## src/rtl/spram_pkg.sv

```systemverilog
// Shared definitions for the single-port RAM access controller.
// Grant encoding used by the round-robin arbiter's last-grant memory.
package spram_pkg;

    typedef enum logic {
        GRANT_WR = 1'b0,
        GRANT_RD = 1'b1
    } grant_e;

endpackage

```

## src/rtl/spram_access_ctrl.sv

```systemverilog
// Arbitrates independent write and read requesters onto one external
// single-port synchronous RAM and returns read data through a one-entry
// response register with valid/ready flow control.
module spram_access_ctrl
    import spram_pkg::*;
#(
    parameter int MEM_WIDTH  = 24,
    parameter int ADDR_WIDTH = 8
) (
    input  logic                  clk,
    input  logic                  rst,

    input  logic                  wr_valid,
    output logic                  wr_ready,
    input  logic [ADDR_WIDTH-1:0] wr_addr,
    input  logic [MEM_WIDTH-1:0]  wr_data,

    input  logic                  rd_valid,
    output logic                  rd_ready,
    input  logic [ADDR_WIDTH-1:0] rd_addr,

    output logic                  rsp_valid,
    input  logic                  rsp_ready,
    output logic [MEM_WIDTH-1:0]  rsp_data,

    output logic                  ram_we,
    output logic [ADDR_WIDTH-1:0] ram_addr,
    output logic [MEM_WIDTH-1:0]  ram_din,
    input  logic [MEM_WIDTH-1:0]  ram_dout
);

    logic   pend;
    grant_e last_grant;
    logic   rd_elig;
    logic   contend;
    logic   grant_wr;
    logic   grant_rd;

    // A read may start only with nothing in flight and a response slot that
    // is empty or being emptied this cycle, so at most one read is outstanding.
    always_comb begin
        rd_elig = ~pend & (~rsp_valid | rsp_ready);
        contend = wr_valid & rd_valid & rd_elig;
    end

    // Grant selection: contention alternates using last_grant, otherwise the
    // single eligible requester wins; nothing is granted during reset.
    always_comb begin
        grant_wr = 1'b0;
        grant_rd = 1'b0;
        if (!rst) begin
            if (contend) begin
                if (last_grant == GRANT_RD) begin
                    grant_wr = 1'b1;
                end else begin
                    grant_rd = 1'b1;
                end
            end else if (wr_valid) begin
                grant_wr = 1'b1;
            end else if (rd_valid && rd_elig) begin
                grant_rd = 1'b1;
            end
        end
    end

    assign wr_ready = grant_wr;
    assign rd_ready = grant_rd;

    // RAM port drive: the granted request owns the RAM for this cycle; idle
    // cycles park address and data at zero.
    always_comb begin
        ram_we   = grant_wr;
        ram_addr = '0;
        ram_din  = '0;
        if (grant_wr) begin
            ram_addr = wr_addr;
            ram_din  = wr_data;
        end else if (grant_rd) begin
            ram_addr = rd_addr;
        end
    end

    // Fairness memory: only contended decisions are remembered, so an
    // uncontended write (e.g. during the pend cycle) does not steal the
    // read's next turn.
    always_ff @(posedge clk) begin
        if (rst) begin
            last_grant <= GRANT_RD;
        end else if (contend) begin
            last_grant <= grant_wr ? GRANT_WR : GRANT_RD;
        end
    end

    // Read pipeline: pend marks the cycle the RAM output register is being
    // loaded; the following edge captures ram_dout into the response slot,
    // so a write issued in the pend cycle cannot disturb the captured word.
    always_ff @(posedge clk) begin
        if (rst) begin
            pend      <= 1'b0;
            rsp_valid <= 1'b0;
            rsp_data  <= '0;
        end else begin
            pend <= grant_rd;
            if (pend) begin
                rsp_valid <= 1'b1;
                rsp_data  <= ram_dout;
            end else if (rsp_ready) begin
                rsp_valid <= 1'b0;
            end
        end
    end

endmodule

```

## config.mk

```make
export PLATFORM = sky130hd
export DESIGN_NAME = spram_access_ctrl
export DESIGN_NICKNAME = d
export VERILOG_FILES = /design/src/rtl/spram_pkg.sv /design/src/rtl/spram_access_ctrl.sv
export SDC_FILE = /design/constraint.sdc
export NUM_CORES = 1
export LEC_CHECK = 0
export BUFFER_PORTS_ARGS = -buffer_cell sky130_fd_sc_hd__buf_2
export CAP_MARGIN = 20
export CORE_MARGIN = 2
export CORE_UTILIZATION = 36
export DETAILED_ROUTE_END_ITERATION = 8
export HOLD_SLACK_MARGIN = 0.06
export PLACE_DENSITY = 0.91
export SYNTH_ARGS = -nofsm -noshare
export SYNTH_HDL_FRONTEND = slang
export SYNTH_SLANG_ARGS = --single-unit
```

## constraint.sdc

```tcl
create_clock -name clk -period 2.2 [get_ports clk]
set_input_delay 0.44 -clock clk [delete_from_list [all_inputs] [get_ports clk]]
set_output_delay 0.44 -clock clk [all_outputs]
set_load 0.005 [all_outputs]
```

; ---- Yosys cells after proc, flatten, opt, wreduce, memory -nomap -nowiden
; Cells that the tools add are included.
[word_totals]
register_bits = 27
latch_bits = 0
ram_bits = 0
rom_bits = 0
inputBits = 69
output_inout_bits = 60
elab_cells = 27
memories = 0
[op_classes]
add_sub_neg = 0
multipliers = 0
n_div = 0
magnitude_cmp = 0
eq_ne = 0
n_shift = 0
mux = 15
n_bitwise = 6
n_reduce_logical = 2
[op_table]
columns = cell, count
row1 = two-way mux 24 bit, 1
row2 = two-way mux 8 bit, 2
row3 = two-way mux 1 bit, 12
row4 = AND 1 bit, 3
row5 = inverter 1 bit, 2
row6 = nonzero test 2 bit, 1
row7 = logical AND 1 bit, 1
row8 = bitwise OR 1 bit, 1

; ---- Depth between registers and ports, before layout
; Gate-level depths: netlist (run 1).
[logic_depth]
depth_word = 10
mapped_depth = 6
mapped_depth_nobuf = 3

; ---- Worst setup path before layout (run 1)
; No wires, ideal clock.
[synth_timing]
path_type = in2out
from = input port rst
to = output port ram_din[10]
arrival_ns = 1.371
required_ns = 1.760
slack_ns = 0.389
path_stages = 6
n_path_buf = 3
cell_sequence = clkbuf_2 > nor2b_1 > buf_4 > o31a_2 > clkbuf_1 > and2_1
[synth_via]
elab_chain_cells = 2
[synth_rtl]
columns = element, line_no
row1 = "start, declared", spram_access_ctrl.sv:11  ; input logic rst,
row2 = two-way mux 1 bit, spram_access_ctrl.sv:51  ; if (!rst) begin
row3 = two-way mux 24 bit, spram_access_ctrl.sv:75  ; if (grant_wr) begin
row4 = "end, declared", spram_access_ctrl.sv:28  ; output logic [MEM_WIDTH-1:0] ram_din,
; Every way passes these cells.

; ---- Worst setup path after layout (run 1)
[layout_timing]
from = register rsp_valid
to = output port ram_addr[3]
[layout_via]
elab_chain_cells = 10
elab_cells_between_ends = 13
cone_classes = mux: 8 / bitwise: 4 / reduce/logical: 1
[layout_rtl]
columns = element, line_no
row1 = "start, declared", spram_access_ctrl.sv:22  ; output logic rsp_valid,
row2 = "start signal, assigned", spram_access_ctrl.sv:100  ; rsp_valid <= 1'b0;
row3 = "start signal, assigned", spram_access_ctrl.sv:105  ; rsp_valid <= 1'b1;
row4 = "start signal, assigned", spram_access_ctrl.sv:108  ; rsp_valid <= 1'b0;
row5 = inverter 1 bit (*), spram_access_ctrl.sv:42  ; rd_elig = ~pend & (~rsp_valid | rsp_ready);
row6 = bitwise OR 1 bit (*), spram_access_ctrl.sv:42
row7 = AND 1 bit (*), spram_access_ctrl.sv:42
row8 = logical AND 1 bit, spram_access_ctrl.sv:60  ; end else if (rd_valid && rd_elig) begin
row9 = two-way mux 1 bit, spram_access_ctrl.sv:60
row10 = two-way mux 1 bit, spram_access_ctrl.sv:58  ; end else if (wr_valid) begin
row11 = two-way mux 1 bit, spram_access_ctrl.sv:52  ; if (contend) begin
row12 = two-way mux 1 bit, spram_access_ctrl.sv:51
row13 = two-way mux 8 bit, spram_access_ctrl.sv:78  ; end else if (grant_rd) begin
row14 = two-way mux 8 bit (*), spram_access_ctrl.sv:75
row15 = "end, declared", spram_access_ctrl.sv:27  ; output logic [ADDR_WIDTH-1:0] ram_addr,
; Mark *: on every way between the ends. The rest lies on a longest branch, timed or not.

==> metrics.md, run 1 <==
| Metric | Value |
|---|---|
| Critical path class | register to output port |
| Antenna violations before repair | 0 |
| DR WL/cell | 11.6 um |
| I/O Buffers | between 100 and 150 |
| Most frequent cells in the layout | 128 x buf_2, 27 x dfxtp_1, 26 x nor2_1 |
| Tmin final | approximately 2100 ps |
| Layout fillers | roughly 330 |
| Residual DRC | 0 |
| Outcome | finished, final reports clean |
| Critical Path Slowest Stage Cell | or3_4 |
| Register area share after synthesis | 0.410 |
| Cell Area, Placed | just under 2000 um2 |
| Layout cells sized above 1 | 0.536 |
| Initial Utilization | 0.386 |
| Total of max-cap violations | 0 |
| FF+latch count, synth | 27 |
| Final antenna-violating net count | 0 |
| RD Place Congestion | between 0.6 and 0.7 |
| LEAKAGE | roughly 1.1 nW |
| Worst Path Arrival | about 1700 ps |
| Avg Cell Area, Syn | between 9 and 10 um2 |
| Top post-synthesis cells by area | dfxtp_1 41%, mux2i_1 18%, and2_1 11% |
| Worst-path maximum fanout | 8 |
| Yosys top cell area share | 0.410 |
| VDD IR-drop max | around 320 uV |
| Crit path cell chain | nor2b_2, or3_4, a32o_1, buf_2 |
| Die ar. | between 4000 and 5000 um2 |
| Post-synthesis cell count | 141 |
| Critical path's top delay family | simple AND/OR/NAND/NOR gates |
| Largest area contributor in the netlist | dfxtp_1 |
| Max Clock Freq | between 0.4 and 0.5 GHz |
| Synth warn | 0 |
| Final worst-path cycle share | 0.951 |
| Core area | roughly 3400 um2 |
| Slew Viols, Final | 0 |
| CTS Hold Bufs | 0 |
| Post-synthesis net count | 210 |
| Post-layout util | 0.593 |
| CTS root buf | clkbuf_4 |
| Synth Cell Area | about 1300 um2 |
| Router iterations before antenna repair | 4 |
| Slew margin rel. | 0.727 |
| Vias in the first global route | between 1,000 and 1,500 |
| Gr usage total | 0.163 |
| Worst skew pair latency | about 330 ps |
| Worst Slack Setup Final | 108 ps |
| Max Root-Sink Buffers | 2 |
| Setup violators final | 0 |
| CTS tree | yes |
| Worst setup EP type | output port |
| RSZ-0062 raised after global routing | false |
| Commonest non-fill, non-tap cell in the layout | buf_2 |
| Buffers plus inverters on the worst setup path | 1 |
| Max stage delay on crit path | ~430 ps |
| Via count | roughly 1,400 |
| Setup TNS | 0 ps |
| Layout Nets | approximately 340 |
| Synth cell types | 20 |
| Initial drt markers | 21 |
| Die width | around 65 um |
| Site Rows | 21 |
| # H-tree levels | 1 |
| Hold WC Path Type | input pin to register |
| DP Worst Slack | between 150 and 200 ps |
| Ports | 129 |
| Layout area overhead | 53.7% |
| Remaining global-route overflow | 0 |
| Worst Tran Pin Value | about 410 ps |
| Total CTS buffers | 3 |
| Worst Path Required | ~1800 ps |
| Die Y-Extent | roughly 65 um |
| WL final | 3620 um |
| Clock transition at the registers of the reported paths | between 150 and 200 ps |
| Vias/cell | 4.53 |
| First-pass GRT wire length | approximately 5600 um |
| CTS sink cnt | 27 |
| Clock skew | 17.7 ps |
| Pin count of the biggest net entering global routing | 37 |
| Design area | 2030 um2 |
| Final hold violations | 0 |
| Critical Path Start Type | register |
| Setup Fix Bufs, Post-CTS | 0 |
| Hpwl dp | 2860 um |
| # diodes | 0 |
| Power Density | 480 nW/um2 |
[per-stage QoR]
step / std cells / hold WS [ps] / total power, W
final: 311 / 330 / 0.000973
after global routing: 311 / 310 / 0.00104
after CTS: 311 / 323 / 0.000986
after detailed placement: 307 / 480 / 0.000760
after global placement: 307 / 468 / 0.000755
after floorplan: 141 / 485 / 0.000644
[state kept, by name (all words and copies together) (netlist names)]
register	cells
rsp_valid	1
rsp_data	24
last_grant	1
pend	1
[power breakdown]
group | internal [W] | switching, W
sequential | 0.000510 | 0.0000112
clock | 0.0000739 | 0.000149
combinational | 0.000131 | 0.0000977
total | 0.000715 | 0.000258
[layer usage]
metal | track usage | vias to the layer above | wire, um
li1 | - | 718 | -
met1 | 0.195 | 635 | 1490
met2 | 0.303 | 53 | 1870
met3 | 0.0226 | 2 | 245
met4 | 0.0452 | 0 | 12
met5 | 0 | - | 0
[timing repair]
| item | 4_1_cts | 5_1_grt |
|---|---|---|
| setup endpoints to repair | 8 | 26 |
| hold endpoints to repair | 0 | 0 |
| pin swaps | 1 | 0 |
| gates resized for setup | 1 | 2 |
| cloned | 0 | 0 |
[synth_stat cells]
| master | n |
|---|---|
| a211oi_2 | 1 |
| a32o_1 | 8 |
| and2_1 | 24 |
| buf_1 | 2 |
| buf_2 | 4 |
| buf_4 | 2 |
| buf_6 | 1 |
| clkbuf_1 | 2 |
| clkbuf_2 | 1 |
| dfxtp_1 | 27 |
| inv_1 | 1 |
| mux2i_1 | 24 |
| nand2b_4 | 1 |
| nor2_1 | 26 |
| nor2b_1 | 12 |
| nor4_1 | 1 |
| o31a_2 | 1 |
| o31ai_1 | 1 |
| or3_1 | 1 |
| or3b_2 | 1 |
[tightest hold or removal path, cell delays in order]
cell and delay, ps:
buf_2 70, mux2i_1 50, nor2_1 70
[final cells by class]
class,count,area [um2],share of cell area
tap,46,57.6,0.0284
multi-input combinational,101,723,0.357
timing repair buffer,132,671,0.331
sequential,27,541,0.267
clock buffer,3,22.5,0.0111
inverter,1,3.75,0.00185
clock inverter,1,8.76,0.00432
[final timing paths]
check	depth (start not counted)	startpoint	endpoint	slack [ps]
worst max-delay path	4	rsp_valid	ram_addr[3]	110
worst min-delay path	3	ram_dout[18]	rsp_data[18]	330
worst max register to register	3	rsp_valid	last_grant	910
worst min register to register	2	rsp_data[20]	rsp_data[20]	510
[logic make-up (layout without fill, tap and decap cells)]
family,after synthesis,after routing,share of synthesized area
buf+inv,13,137,0.0531
compound gates,11,11,0.0835
simple gates,66,66,0.271
mux,24,24,0.182
flops,27,27,0.410
Power figures use the tool's default switching activity.
==> run 2: changes to the inputs <==
CORE_UTILIZATION = 38   (was 36)
PLACE_DENSITY = 0.95   (was 0.91)
clock period = 2.6 ns   (was 2.2 ns; I/O delays follow)
==> metrics.md, run 2 (same netlist as run 1, synthesis figures left out) <==
| Metric | Value |
|---|---|
| Die ar. | 3960 um2 (was 4160 um2) |
| Layout area overhead | 52.6% (was 53.7%) |
| Worst Path Required | 2080 ps (was 1760 ps) |
| WL final | 3680 um (was 3620 um) |
| Die Y-Extent | 62.9 um (was 64.5 um) |
| WL met3 | 245 um (unchanged) |
| Initial drt markers | 64 (was 21) |
| Layout Nets | 335 (unchanged) |
| Final antenna-violating net count | 0 (unchanged) |
| CTS tree | yes (unchanged) |
| Power Density | 410 nW/um2 (was 480 nW/um2) |
| Setup violators final | 0 (unchanged) |
| WL met1 | 1550 um (was 1490 um) |
| Clock skew | 7.26 ps (was 17.7 ps) |
| # diodes | 0 (unchanged) |
| Worst hold endpoint | rsp_data[13] (was rsp_data[18]) |
| Setup TNS | 0 ps (unchanged) |
| Layout cells sized above 1 | 0.528 (was 0.536) |
| # H-tree levels | 1 (unchanged) |
| Total CTS buffers | 3 (unchanged) |
| Setup Fix Bufs, Post-CTS | 0 (unchanged) |
| Vias in the first global route | 1,401 (was 1,273) |
| Area taken by multi-input logic gates | 708 um2 (was 723 um2) |
| Initial Utilization | 0.395 (was 0.386) |
| Top sig layer | met4 (unchanged) |
| Die width | 62.9 um (was 64.5 um) |
| Post-Place Cells | 307 (unchanged) |
| Max FFs per register | 24 (unchanged) |
| Final hold violations | 0 (unchanged) |
| Most frequent cells in the layout | 128 x buf_2, 27 x dfxtp_1, 26 x nor2_1 (unchanged) |
| Slew Viols, Final | 0 (unchanged) |
| RSZ-0062 raised after global routing | false (unchanged) |
| Via count | 1,392 (was 1,408) |
| Max Root-Sink Buffers | 2 (unchanged) |
| Hold Crit Depth | 3 (unchanged) |
| Worst Tran Pin Value | 410 ps (was 409 ps) |
| Vias/cell | 4.48 (was 4.53) |
| Critical path class | register to output port (unchanged) |
| Hpwl dp | 2860 um (about the same) |
| Site Rows | 21 (unchanged) |
| First-pass GRT wire length | 6200 um (was 5560 um) |
| Residual DRC | 0 (unchanged) |
| Post-layout util | 0.603 (was 0.593) |
| Worst Slack Setup Final | 301 ps (was 108 ps) |
| Worst r2r dst | last_grant (unchanged) |
| DR WL/cell | 11.8 um (was 11.6 um) |
| Worst Path Arrival | 1780 ps (was 1650 ps) |
| Hold path start | ram_dout[13] (was ram_dout[18]) |
| Post-cts resize count | 0 (was 1) |
| Worst skew pair latency | 330 ps (about the same) |
| Outcome | finished, final reports clean (unchanged) |
| Layout fillers | 308 (was 332) |
| CTS Hold Bufs | 0 (unchanged) |
| Ports | 129 (unchanged) |
| Commonest non-fill, non-tap cell in the layout | buf_2 (unchanged) |
| I/O Buffers | 128 (unchanged) |
| CTS root buf | clkbuf_4 (unchanged) |
| CTS sink cnt | 27 (unchanged) |
| Clock transition at the registers of the reported paths | 150 ps (was 160 ps) |
| DR WL met2 | 1850 um (was 1870 um) |
| R2R setup slack | 1250 ps (was 910 ps) |
| Slew margin rel. | 0.727 (about the same) |
| Pin count of the biggest net entering global routing | 37 (unchanged) |
| Worst-path maximum fanout | 26 (was 8) |
| Tmin final | around 2300 ps |
| R2R depth | 3 (unchanged) |
| VDD IR-drop max | 347 uV (was 319 uV) |
| Largest Register | rsp_data (unchanged) |
| Register area | 541 um2 (unchanged) |
| Antenna violations before repair | 0 (unchanged) |
| RD Place Congestion | 0.662 (was 0.664) |
| Worst setup EP type | output port (unchanged) |
| DP Worst Slack | 410 ps (was 165 ps) |
| Max Clock Freq | between 0.4 and 0.5 GHz |
| Hold WS | 414 ps (was 330 ps) |
| Total of max-cap violations | 0 (unchanged) |
| Remaining global-route overflow | 0 (unchanged) |
| Final worst-path cycle share | 0.884 |
| Worst R2R Start | rsp_valid (unchanged) |
| Critical Path Start Type | register (unchanged) |
| Non-filler cells, final | 311 (unchanged) |
| Gr usage total | 0.189 (was 0.163) |
| Core area | 3340 um2 (was 3420 um2) |
| Router iterations before antenna repair | 4 (unchanged) |
| LEAKAGE | 1.08 nW (was 1.09 nW) |
| Hold WC Path Type | input pin to register (unchanged) |
[run 2: cell types whose count changed in the layout (fill, tap and decap cells not counted)]
cell,delta
nor2b_1,+1
nor2b_2,-1
o31a_2,+1
o31a_4,-1
or3_1,+1
or3_4,-1
[run 2: layout make-up]
type | count | share of cell area
Clock inverter | 1 | 0.00435
Timing Repair Buffer | 132 | 0.333
Multi-Input combinational cell | 101 | 0.352
Clock buffer | 3 | 0.0112
Inverter | 1 | 0.00187
Sequential cell | 27 | 0.269
Tap cell | 46 | 0.0286
[run 2: per-layer routing]
layer,vias to the layer above,GRT usage
li1,717,-
met1,616,0.215
met2,55,0.334
met3,4,0.0613
met4,0,0.0556
met5,-,0
[run 2: worst max-delay path, stage by stage, from the launching register on]
cell and delay [ps]:
dfxtp_1 360, nor2b_1 360, o31a_2 420, and2_1 200, buf_2 110
[run 2: where the power goes]
group	total, W	internal, W	switching, W
registers	0.000441	0.000432	0.00000919
logic	0.000193	0.000109	0.0000833
clock network	0.000191	0.0000627	0.000128
total	0.000825	0.000604	0.000221
[run 2: per-stage QoR]
stage / area [um2] / power, W
after global placement: 1980 / 0.000638
final: 2010 / 0.000825
after global routing: 2010 / 0.000881
after detailed placement: 1980 / 0.000643
after CTS: 2010 / 0.000838
after floorplan: 1320 / 0.000545
[run 2: worst max path at each step]
stage               from          end  slack, ps  cells past startpoint
4_1_cts        rsp_valid   ram_din[0]        290                      4
3_3_place_gp   rsp_ready   ram_din[0]        470                      5
3_5_place_dp   rsp_ready   ram_din[0]        410                      5
2_1_floorplan        rst  ram_din[10]        630                      6
5_1_grt        rsp_valid   ram_din[0]        140                      4
6_report       rsp_valid   ram_din[0]        300                      4
